**config.mk**
```make
export PLATFORM = sky130hd
export DESIGN_NAME = regfile_serial_xfer
export DESIGN_NICKNAME = d
export VERILOG_FILES = /design/src/rtl/regfile_serial_pkg.sv /design/src/rtl/regfile_serial_xfer_bit_counter.sv /design/src/rtl/regfile_serial_xfer.sv
export SDC_FILE = /design/constraint.sdc
export NUM_CORES = 1
export LEC_CHECK = 0
export CORE_ASPECT_RATIO = 1.5
export CORE_UTILIZATION = 37
export CTS_CLUSTER_DIAMETER = 150
export DETAILED_ROUTE_END_ITERATION = 7
export SLEW_MARGIN = 30
export SYNTH_ARGS = -nofsm -noshare
export SYNTH_HDL_FRONTEND = slang
export SYNTH_SLANG_ARGS = --single-unit
```
**constraint.sdc**
```tcl
create_clock -name clk -period 3.45 [get_ports clk]
set_clock_uncertainty 0.1 [all_clocks]
set_input_delay 0.69 -clock clk [delete_from_list [all_inputs] [get_ports clk]]
set_output_delay 0.69 -clock clk [all_outputs]
set_load 0.02 [all_outputs]
```
**src/rtl/regfile_serial_pkg.sv**
```systemverilog
// Shared types and sizing helpers for the bit-serial register file transfer engine.
// Pure declarations: no latency, no flow control.
package regfile_serial_pkg;

  localparam int DEF_REG_WIDTH = 8;
  localparam int DEF_REG_COUNT = 8;

  typedef enum logic [1:0] {
    IDLE   = 2'd0,
    SHIFT  = 2'd1,
    COMMIT = 2'd2
  } xfer_state_t;

  function automatic int addr_w(input int count);
    return (count > 1) ? $clog2(count) : 1;
  endfunction

  function automatic int idx_w(input int width);
    return (width > 1) ? $clog2(width) : 1;
  endfunction

endpackage

```
**src/rtl/regfile_serial_xfer_bit_counter.sv**
```systemverilog
// Bit position counter for serial transfers: counts 0..WIDTH-1 while enabled, wraps to 0.
// Registered index, combinational wrap flag on the last position; no backpressure.
`timescale 1ns/1ps
module serial_bit_counter #(
  parameter int WIDTH = 8,
  parameter int IDX_W = 3
) (
  input  logic             clk,
  input  logic             rst,
  input  logic             en,
  input  logic             clr,
  output logic [IDX_W-1:0] idx,
  output logic             wrap
);

  assign wrap = en && (idx == IDX_W'(WIDTH - 1));

  always_ff @(posedge clk or posedge rst) begin
    if (rst) begin
      idx <= '0;
    end else if (clr || wrap) begin
      idx <= '0;
    end else if (en) begin
      idx <= idx + 1'b1;
    end
  end

endmodule

```
**src/rtl/regfile_serial_xfer.sv**
```systemverilog
// Register file with bit-serial read/write-back: start -> REG_WIDTH SHIFT cycles -> COMMIT (done); starts while busy are dropped.
// Parallel stores only in IDLE, rejected with store_rej while busy; REGFILE_SERIAL_MSB_FIRST_EN selects MSB-first bit order.
`timescale 1ns/1ps
module regfile_serial_xfer
  import regfile_serial_pkg::*;
#(
  parameter  int REG_WIDTH = DEF_REG_WIDTH,
  parameter  int REG_COUNT = DEF_REG_COUNT,
  localparam int ADDR_W    = addr_w(REG_COUNT),
  localparam int IDX_W     = idx_w(REG_WIDTH)
) (
  input  logic                 clk,
  input  logic                 rst,
  input  logic                 start,
  input  logic [ADDR_W-1:0]    rs1_addr,
  input  logic [ADDR_W-1:0]    rs2_addr,
  input  logic [ADDR_W-1:0]    rd_addr,
  input  logic                 rd_we,
  input  logic                 rd_bit,
  output logic                 rs1_bit,
  output logic                 rs2_bit,
  output logic [IDX_W-1:0]     bit_index,
  output logic                 busy,
  output logic                 done,
  input  logic                 par_we,
  input  logic [ADDR_W-1:0]    par_addr,
  input  logic [REG_WIDTH-1:0] par_data,
  output logic                 store_rej,
  output logic [REG_WIDTH-1:0] rs1_word
);

  xfer_state_t          state;
  logic [ADDR_W-1:0]    rs1_l;
  logic [ADDR_W-1:0]    rs2_l;
  logic [ADDR_W-1:0]    rd_l;
  logic                 rd_we_l;
  logic [REG_WIDTH-1:0] shadow;
  logic [REG_WIDTH-1:0] regs [REG_COUNT];
  logic                 in_shift;
  logic                 cnt_wrap;
  logic [IDX_W-1:0]     pos;

  assign in_shift = (state == SHIFT);

  serial_bit_counter #(
    .WIDTH (REG_WIDTH),
    .IDX_W (IDX_W)
  ) u_bit_counter (
    .clk  (clk),
    .rst  (rst),
    .en   (in_shift),
    .clr  (!in_shift),
    .idx  (bit_index),
    .wrap (cnt_wrap)
  );

`ifdef REGFILE_SERIAL_MSB_FIRST_EN
  assign pos = IDX_W'(REG_WIDTH - 1) - bit_index;
`else
  assign pos = bit_index;
`endif

  // regs only change in IDLE/COMMIT, so SHIFT reads always see pre-transfer contents
  assign rs1_bit  = in_shift & regs[rs1_l][pos];
  assign rs2_bit  = in_shift & regs[rs2_l][pos];
  assign rs1_word = regs[rs1_addr];

  always_ff @(posedge clk or posedge rst) begin
    if (rst) begin
      state     <= IDLE;
      rs1_l     <= '0;
      rs2_l     <= '0;
      rd_l      <= '0;
      rd_we_l   <= 1'b0;
      shadow    <= '0;
      busy      <= 1'b0;
      done      <= 1'b0;
      store_rej <= 1'b0;
    end else begin
      done      <= 1'b0;
      store_rej <= par_we && (state != IDLE);
      case (state)
        IDLE: begin
          if (start) begin
            rs1_l   <= rs1_addr;
            rs2_l   <= rs2_addr;
            rd_l    <= rd_addr;
            rd_we_l <= rd_we;
            busy    <= 1'b1;
            state   <= SHIFT;
          end
        end
        SHIFT: begin
          shadow[pos] <= rd_bit;
          if (cnt_wrap) begin
            done  <= 1'b1;
            state <= COMMIT;
          end
        end
        COMMIT: begin
          busy  <= 1'b0;
          state <= IDLE;
        end
        default: begin
          busy  <= 1'b0;
          state <= IDLE;
        end
      endcase
    end
  end

  // Register 0 is never written, which keeps it reading as zero.
  always_ff @(posedge clk or posedge rst) begin
    if (rst) begin
      for (int i = 0; i < REG_COUNT; i++) begin
        regs[i] <= '0;
      end
    end else if ((state == COMMIT) && rd_we_l && (rd_l != '0)) begin
      regs[rd_l] <= shadow;
    end else if ((state == IDLE) && par_we && (par_addr != '0)) begin
      regs[par_addr] <= par_data;
    end
  end

endmodule

```
Word-level counts from Yosys, hierarchy flattened:

Index checks and enable logic that the tools add are counted.

* register bits after elaboration: 90
* bits in latches: 0
* bits in writable memories: 0
* ROM bits: 0
* input port bits: 26
* output and inout port bits: 16
* word-level logic and storage cells: 94
* memories kept: 0

* add/sub/neg operators: 1
* multiply operators: 0
* div/mod/pow operators: 0
* $lt $le $gt $ge: 9
* equal/unequal tests: 5
* shift operators: 0
* multiplexer cells: 33
* bitwise logic cells: 8
* reductions and logical operators: 20

Operators with widths (count)
* $bwmux 64: 2
* $mux 64: 2
* $bmux 8 s3: 3
* $mux 8: 8
* $demux 8 s3: 2
* $ge 4x4->1 const B: 5
* $not 3->4: 5
* $logic_and 1x1->1: 9
* $bwmux 8: 1
* $lt 4x1->1 const B: 2
* $bmux 1 s3: 2
* $mux 1: 6
* $mux 3: 2
* $reduce_and 2->1: 3
* $reduce_bool 2->1: 3
* $reduce_bool 3->1: 2
* $lt 3x4->1 const B: 1
* $mux 2: 2
* $pmux 2 s2: 1
* $add 3x1->3 const B: 1
* $demux 1 s3: 1
* $eq 3x3->1 const B: 1
* $ge 3x1->1 const B: 1
* $and 1x1->1: 2
* 9 further kinds: 9

Depth between registers and ports, before layout:

Gate-level depths: netlist of the first run.

* word-level depth: 8
* gate-level depth with buffers: 8
* depth with buffers taken out: 5

Hierarchy:

A second synthesis of the first run with hierarchy kept.

* cell total of the unflattened synthesis: 463
* area, all modules: 5871.9 um^2

By module, submodules not included
* regfile_serial_xfer: times used 1, cells an instance 447, area an instance 5701.7 um^2, sequential area each 2177.1 um^2
* serial_bit_counter: times used 1, cells an instance 16, area an instance 170.2 um^2, sequential area each 75.1 um^2

Worst setup path after synthesis of the first run:

OpenSTA, ideal clock, no wires.

* path type: input port to output port
* from: input rs1_addr[0]
* to: output rs1_word[3]
* arrival time: 2.285 ns
* data required time: 2.660 ns
* path slack: 0.375 ns
* stages: 4
* buffers on the path: 2
* cell sequence: clkbuf_1 buf_2 mux4_2 mux2_2

* word-level cells in the longest chain between the ends: 4

RTL lines
* start, declared: line regfile_serial_xfer.sv:15 `input logic [ADDR_W-1:0] rs1_addr,`
* $not 3->4 (implied by the code): line regfile_serial_xfer.sv:66 `assign rs1_word = regs[rs1_addr];`
* $bmux 8 s3: line regfile_serial_xfer.sv:66
* $mux 8 (implied by the code) (2 in series): line regfile_serial_xfer.sv:66
* end, declared: line regfile_serial_xfer.sv:29 `output logic [REG_WIDTH-1:0] rs1_word`

No other way between the ends. The select of a mux whose other input is x is not followed.

Worst setup path in the final report of the first run:

* from: input rs1_addr[0]
* to: output rs1_word[6]

Same word-level chain as after synthesis.

==> results of run 1 <==
-- synth_stat cells (2+ instances only) --
cell type and instances:
sky130_fd_sc_hd__buf_6 3, sky130_fd_sc_hd__buf_2 9, sky130_fd_sc_hd__mux2i_1 7, sky130_fd_sc_hd__o211a_1 2, sky130_fd_sc_hd__o2111a_1 2, sky130_fd_sc_hd__mux2_2 77
sky130_fd_sc_hd__a211oi_1 2, sky130_fd_sc_hd__dfrtp_1 90, sky130_fd_sc_hd__nand3b_1 4, sky130_fd_sc_hd__nand2_1 12, sky130_fd_sc_hd__nand3_1 11, sky130_fd_sc_hd__o211ai_1 4
sky130_fd_sc_hd__a22oi_1 4, sky130_fd_sc_hd__nor2_1 21, sky130_fd_sc_hd__clkbuf_1 20, sky130_fd_sc_hd__nor3_1 2, sky130_fd_sc_hd__a21o_1 3, sky130_fd_sc_hd__a21oi_2 2
sky130_fd_sc_hd__a2bb2o_1 6, sky130_fd_sc_hd__ha_1 2, sky130_fd_sc_hd__a32o_1 15, sky130_fd_sc_hd__mux4_2 48, sky130_fd_sc_hd__and2_1 5, sky130_fd_sc_hd__a21oi_1 3
sky130_fd_sc_hd__o21ai_0 2, sky130_fd_sc_hd__nand2b_1 5, sky130_fd_sc_hd__o22ai_1 2, sky130_fd_sc_hd__a211oi_2 2, sky130_fd_sc_hd__a211oi_4 4, sky130_fd_sc_hd__a221oi_1 4
sky130_fd_sc_hd__o2bb2ai_1 31, sky130_fd_sc_hd__buf_1 6, sky130_fd_sc_hd__nor2b_1 6, sky130_fd_sc_hd__inv_1 7, sky130_fd_sc_hd__buf_4 2, sky130_fd_sc_hd__and3_1 2
-- metrics by stage --
stage	power (W)	hold slack (ns)	std cells	cell area [sq um]	TNS (ns)
after floorplan	0.00292	0.358	439	5790	0
after global placement	0.00357	0.303	662	6470	-0.393
after detailed placement	0.00364	0.311	662	6470	-0.559
after CTS	0.00474	0.330	677	6790	0
after global routing	0.00496	0.344	678	6810	0
final	0.00472	0.330	678	6810	0
-- sequential cells by signal, summed over array words and instances, names as in the netlist --
| register | cells |
|---|---|
| shadow | 8 |
| busy | 1 |
| rd_l | 3 |
| store_rej | 1 |
| u_bit_counter.idx | 3 |
| rd_we_l | 1 |
| done | 1 |
| regs | 64 |
| rs1_l | 3 |
| rs2_l | 3 |
| state | 2 |
-- placed cells by master (no fill, tap or decap), types with 5 or more instances in the layout --
| cell | synthesis | routed |
|---|---|---|
| sky130_fd_sc_hd__a32o_1 | 15 | 15 |
| sky130_fd_sc_hd__clkdlybuf4s50_1 | 0 | 31 |
| sky130_fd_sc_hd__dlygate4sd2_1 | 0 | 8 |
| sky130_fd_sc_hd__nand2_1 | 12 | 12 |
| sky130_fd_sc_hd__inv_1 | 7 | 6 |
| sky130_fd_sc_hd__nor2_1 | 21 | 21 |
| sky130_fd_sc_hd__dfrtp_1 | 90 | 86 |
| sky130_fd_sc_hd__mux2i_1 | 7 | 7 |
| sky130_fd_sc_hd__clkbuf_16 | 0 | 9 |
| sky130_fd_sc_hd__mux2_2 | 77 | 77 |
| sky130_fd_sc_hd__nand2b_1 | 5 | 5 |
| sky130_fd_sc_hd__nor2b_1 | 6 | 6 |
| sky130_fd_sc_hd__a2bb2o_1 | 6 | 6 |
| sky130_fd_sc_hd__mux4_2 | 48 | 48 |
| sky130_fd_sc_hd__nand3_1 | 11 | 11 |
| sky130_fd_sc_hd__o2bb2ai_1 | 31 | 31 |
| sky130_fd_sc_hd__and2_1 | 5 | 5 |
| sky130_fd_sc_hd__buf_4 | 2 | 19 |
-- layer usage --
layer  vias to the layer above  share of wire [%]  wire length [um]
li1                       1818                  -                 -
met1                      2184                 39              6410
met2                       119                 54              8850
met3                        39                3.6               589
met4                         0                4.1               676
met5                         -                  0                 0
-- worst register-to-register path: stages (launching register included) --
cell and delay (ns):
sky130_fd_sc_hd__dfrtp_1 0.48, sky130_fd_sc_hd__or3_1 0.65, sky130_fd_sc_hd__and2_0 0.55, sky130_fd_sc_hd__a32o_1 0.40, sky130_fd_sc_hd__mux2_2 0.26
-- final cells by class --
class | count | area (sq um)
repair buffers | 65 | 631
flip-flops and latches | 90 | 2260
fillers | 1386 | 8400
multi-input cells | 302 | 3320
clock buffers | 9 | 225
well taps | 199 | 249
clock inverters | 6 | 97.6
inverters | 7 | 27.5
-- worst min path at each step --
stage                        start  cells past startpoint  endpoint
after global routing      regs[61]                      0  regs[61]
after detailed placement  regs[57]                      0  regs[57]
after global placement    regs[58]                      0  regs[58]
after CTS                 regs[56]                      0  regs[56]
final                     regs[57]                      0  regs[57]
after floorplan           regs[56]                      1  regs[56]
-- power breakdown --
part           switching, W  internal, W  leakage, nW
logic              0.000871     0.000972         1.50
clock network      0.000446     0.000643        0.158
registers          0.000471      0.00132         1.16
total               0.00179      0.00293         2.82
-- cells by family after synthesis --
family                   count (synthesis)  share of synthesized area [%]
buffers and inverters                   47                           3.76
AND/OR/NAND/NOR                         74                           6.49
adder cells (fa/ha/maj)                  2                          0.432
multiplexers                           133                           35.1
AO/OA/AOI/OAI                           93                           15.3
flip-flops                              90                           38.9
-- what timing repair did --
action	4_1_cts	5_1_grt
pin swaps	0	0
setup endpoints to repair	10	2
gates resized for setup	14	4
gates cloned	0	0
buffers inserted	0	1
hold buffers	0	0
==> run summary, run 1 <==
* logic depth of the worst setup path including buffers: 5
* violation count after the first detailed-route iteration: 211
* capture point of the worst path: rs1_word[6]
* remaining antenna violation count after routing: 0
* global-route total usage across every layer: 21.7%
* endpoint class of the critical path: primary output
* Critical R2R Capture: regs[50]
* required time at the worst-slack endpoint: 2.66 ns
* Final Setup Violations: 0
* Skew-Pair Late Insertion Delay: 0.35 ns
* Clock transition at path regs: 0.07 ns
* number of port buffers: 41
* CP max FO: 17
* synthesized instance count: 439
* via count of the routed design: 4160
* global route overflow: 0
* netlist area before placement: 0.00579 sq mm
* Clock Root Buffer: sky130_fd_sc_hd__clkbuf_16
* category of the critical setup timing path: in2out
* standby leakage power: 2.82 nW
* maximum clock frequency: 301 MHz
* boundary pin count: 42
* crit path setup slack, layout: 0.132 ns
* unrepaired setup endpoints after global routing: no
* Initial Util: 38.1%
* CTS H-Tree Depth: 3
* shortest period the worst path allows: 3.32 ns
* detailed-route DRC error count: 0
* global routing usage on met1: 25.1%
* data arrival at the endpoint of the critical path: 2.53 ns
* Layout Utilization: 44.8%
* worst setup slack for register-to-register paths: 0.90 ns
* WL/cell: 24.4 um
* worst-path cell with the longest stage delay: sky130_fd_sc_hd__clkdlybuf4s50_1
* Die W: 104 um
* share of the cycle needed by the critical path after routing: 96.2%
* global-route wire length before repair: 26100 um
* power per cell area: 693 mW/mm^2
* share of synthesized registers carrying an async set or reset: 100%
* met2 Resource Use GR: 39.2%
* met3 usage in global routing: 2.72%
* Buf+Inv Stages, Crit Path: 3
* standard-cell rows: 55
* number of sinks handled by clock tree synthesis: 90
* Core Box Area: 0.0152 sq mm
* diode count: 0
* largest cells by area after synthesis: sky130_fd_sc_hd__dfrtp_1 39%, sky130_fd_sc_hd__mux4_2 19%, sky130_fd_sc_hd__mux2_2 15%
* pin count of the biggest net entering global routing: 62
* maximum vdd ir drop: 0.000309 V
* Crit Reg-Reg Startpoint: rd_l[0]
* clock tree from TritonCTS: done
* Max stage delay on crit path: 0.51 ns
* share of Yosys cell area claimed by the top area cell type: 38.9%
* average via count per standard cell: 6.14
* growth of design area from synthesis to finish: 17.7%
* vias in the first global route: 4430
* Largest delay share family, worst path: buffers and inverters
* number of buffers on the longest clock path: 2
* part of the Yosys area used for sequential elements: 38.9%
* cells traversed along the worst timing path: clkdlybuf4s50_1, buf_12, mux4_2, mux2_2, dlygate4sd2_1
* count of flip-flops with a built-in enable after synthesis: 0
* worst slack, placed: -0.102 ns
* initial antenna violation count: 0
* Slew Limit Fails: 0
* layout cell share with drive strength beyond 1: 37.8%
* GRT Max-Usage Layer: met2
* CTS Buf Count: 9
* Die Outline Area: 0.0162 sq mm
* count of max-cap constraint violations: 0
* Yosys top cell by area: sky130_fd_sc_hd__dfrtp_1
* final hold violations: 0
* kind of path behind the tightest hold check: reg2reg
* count of yosys warnings during synthesis: 0
* first-pass detailed-route iteration total: 4
* synthesized netlist net count: 467
* Slew @ Worst Pin: 0.782 ns
* routability congestion estimate: 0.912
* Critical Path Start: rs1_addr[0]
* number of unique standard cell types used by synthesis: 48
* depth of the worst register-to-register path: 4
* synthesized flop and latch total: 90
* Syn Area/Cell: 13.2 sq um
* prevailing post-synth register cell: sky130_fd_sc_hd__dfrtp_1
* type of origin of the critical path: input port
* result of the run: finished, final reports clean
* detailed-route wire length: 16500 um
* relative slew slack: 47.8%
* placed wire-length estimate: 12800 um
* count of nets after finishing: 503
* Die H: 155 um
(Power assumes the default switching activity.)
==> run 2: changes to the inputs <==
- GPL_TIMING_DRIVEN: unset -> 0
==> run summary, run 2 (synthesis gave the netlist of run 1 again) <==
* Slew @ Worst Pin: 1.03 ns
* kind of path behind the tightest hold check: reg2reg
* most used cells in the layout excluding fill and tap cells: 87 x sky130_fd_sc_hd__dfrtp_1, 77 x sky130_fd_sc_hd__mux2_2, 48 x sky130_fd_sc_hd__mux4_2
* switching power summed over all nets: 0.00180 W
* CTS Buf Count: 9
* share of the cycle needed by the critical path after routing: 96.8%
* Critical Path Start: rs1_addr[0]
* detailed-route wire length: 16500 um
* diode count: 0
* logic depth of the worst setup path including buffers: 5
* total area of sequential cells: 0.00226 sq mm
* count of nets after finishing: 517
* Switching Share: 38.1%
* first-pass detailed-route iteration total: 4
* Final Setup Violations: 0
* via count of the routed design: 4213
* routability congestion estimate: 0.873
* Die H: 155 um
* CP max FO: 10
* standard-cell rows: 55
* CTS H-Tree Depth: 3
* shortest period the worst path allows: 3.34 ns
* remaining antenna violation count after routing: 0
* max FFs per register: 64
* Clock Root Buffer: sky130_fd_sc_hd__clkbuf_16
* violation count after the first detailed-route iteration: 214
* register with the most flip-flops: regs
* data arrival at the endpoint of the critical path: 2.55 ns
* most frequent standard cell in the layout excluding fill and tap cells: sky130_fd_sc_hd__dfrtp_1
* Core Box Area: 0.0152 sq mm
* category of the critical setup timing path: in2out
* endpoint class of the critical path: primary output
* Layout Utilization: 45.0%
* met2 wire length: 8720 um
* depth of the worst register-to-register path: 7
* Die Outline Area: 0.0162 sq mm
* cells traversed along the worst timing path: buf_2, buf_6, mux4_2, mux2_2, clkdlybuf4s50_1
* average via count per standard cell: 6.09
* number of buffers on the longest clock path: 2
* number of port buffers: 37
* Die W: 104 um
* Power, Total: 0.00471 W
* proportion of power drawn by flip-flops and latches: 35.9%
* type of origin of the critical path: input port
* detailed-route DRC error count: 0
* result of the run: finished, final reports clean
* Max stage delay on crit path: 0.54 ns
* internal power summed over all cells: 0.00292 W
* required time at the worst-slack endpoint: 2.66 ns
* global-route total usage across every layer: 21.5%
* number of cells in the design after placement: 676
* clock tree from TritonCTS: done
* Critical R2R Capture: regs[39]
* maximum clock frequency: 299 MHz
* global route overflow: 0
* wire length on met1: 6470 um
* count of max-cap constraint violations: 0
* boundary pin count: 42
* number of filler cells placed in the layout: 1380
* Clock transition at path regs: 0.07 ns
* standby leakage power: 2.80 nW
* Slew Limit Fails: 0
* worst hold slack across all endpoints: 0.385 ns
* Combinational Power Share: 42.5%
* number of standard cells in the layout, taps in and fillers out: 692
* cts-stage hold buffer count: 0
* final hold violations: 0
* growth of design area from synthesis to finish: 18.2%
* vias in the first global route: 4494
* WL/cell: 23.9 um
* Buf+Inv Stages, Crit Path: 3
* worst setup slack for register-to-register paths: 0.81 ns
* largest registers in the final layout: regs: 64 flops, shadow: 8 flops
* initial antenna violation count: 0
* Initial Util: 38.1%
* relative slew slack: 30.9%
* power per cell area: 689 mW/mm^2
* global-route wire length before repair: 26000 um
* placed wire-length estimate: 13000 um
* Skew-Pair Late Insertion Delay: 0.35 ns
* wire length on met3: 543 um
* clock network power share: 21.7%
* worst-path cell with the longest stage delay: sky130_fd_sc_hd__clkdlybuf4s50_1
* highest metal layer with signal wires: met4
* unrepaired setup endpoints after global routing: no
* Crit Reg-Reg Startpoint: rd_l[2]
* maximum vdd ir drop: 0.000242 V
* layout cell share with drive strength beyond 1: 37.1%
* Largest delay share family, worst path: buffers and inverters
* pin count of the biggest net entering global routing: 65
* multi-input gate area in the final layout: 0.00333 sq mm
* capture point of the worst path: rs1_word[6]
* number of sinks handled by clock tree synthesis: 90
## run 2: cell types whose count changed in the layout (fill, tap and decap cells not counted), sizes merged
cell | previous run | this run
clkinv | 2 | 0
dlygate4sd2 | 8 | 0
clkdlybuf4s50 | 31 | 35
clkinvlp | 0 | 1
bufinv | 2 | 1
clkbuf | 9 | 26
buf | 24 | 25
inv | 9 | 11
## run 2: per-layer routing
metal,vias to the layer above,track usage [%]
met5,-,0
met2,129,38.6
li1,1854,-
met1,2188,25.0
met4,0,12.1
met3,42,2.09
## run 2: what timing repair did
item	4_1_cts	5_1_grt
setup buffers	2	3
setup endpoints to repair	10	3
pin swaps	0	0
resized for setup	15	7
hold endpoints to repair	0	0
cloned	0	0
## run 2: power groups by stage
| stage | clock network (W) | logic, W | registers [W] |
|---|---|---|---|
| global route | 0.00107 | 0.00215 | 0.00173 |
| detailed placement | 0 | 0.00199 | 0.00162 |
| global placement | 0 | 0.00195 | 0.00160 |
| floorplan | 0 | 0.00140 | 0.00152 |
| finish | 0.00102 | 0.00200 | 0.00169 |
| CTS | 0.00104 | 0.00195 | 0.00168 |
## run 2: worst min path at each step
stage,end,start,depth (start not counted)
4_1_cts,busy,busy,1
5_1_grt,busy,busy,1
6_report,busy,busy,1
2_1_floorplan,regs[56],regs[56],1
3_5_place_dp,busy,busy,1
3_3_place_gp,busy,busy,1
## run 2: cell type report
type / count / area share (%)
well taps: 199 / 3.64
multi-input cells: 302 / 48.7
inverters: 7 / 0.457
repair buffers: 44 / 6.91
clock buffers: 9 / 3.29
clock inverters: 6 / 1.06
plain buffers: 35 / 3.00
flip-flops and latches: 90 / 33.0
## run 2: per-stage QoR
| step | instance area (sq um) | worst slack [ns] | TNS (ns) |
|---|---|---|---|
| 2_1_floorplan | 5790 | 0.325 | 0 |
| 3_3_place_gp | 6410 | -1.17 | -108.30 |
| 3_5_place_dp | 6440 | -0.420 | -3.54 |
| 4_1_cts | 6780 | 0.00982 | 0 |
| 5_1_grt | 6840 | 0.0227 | 0 |
| 6_report | 6840 | 0.110 | 0 |
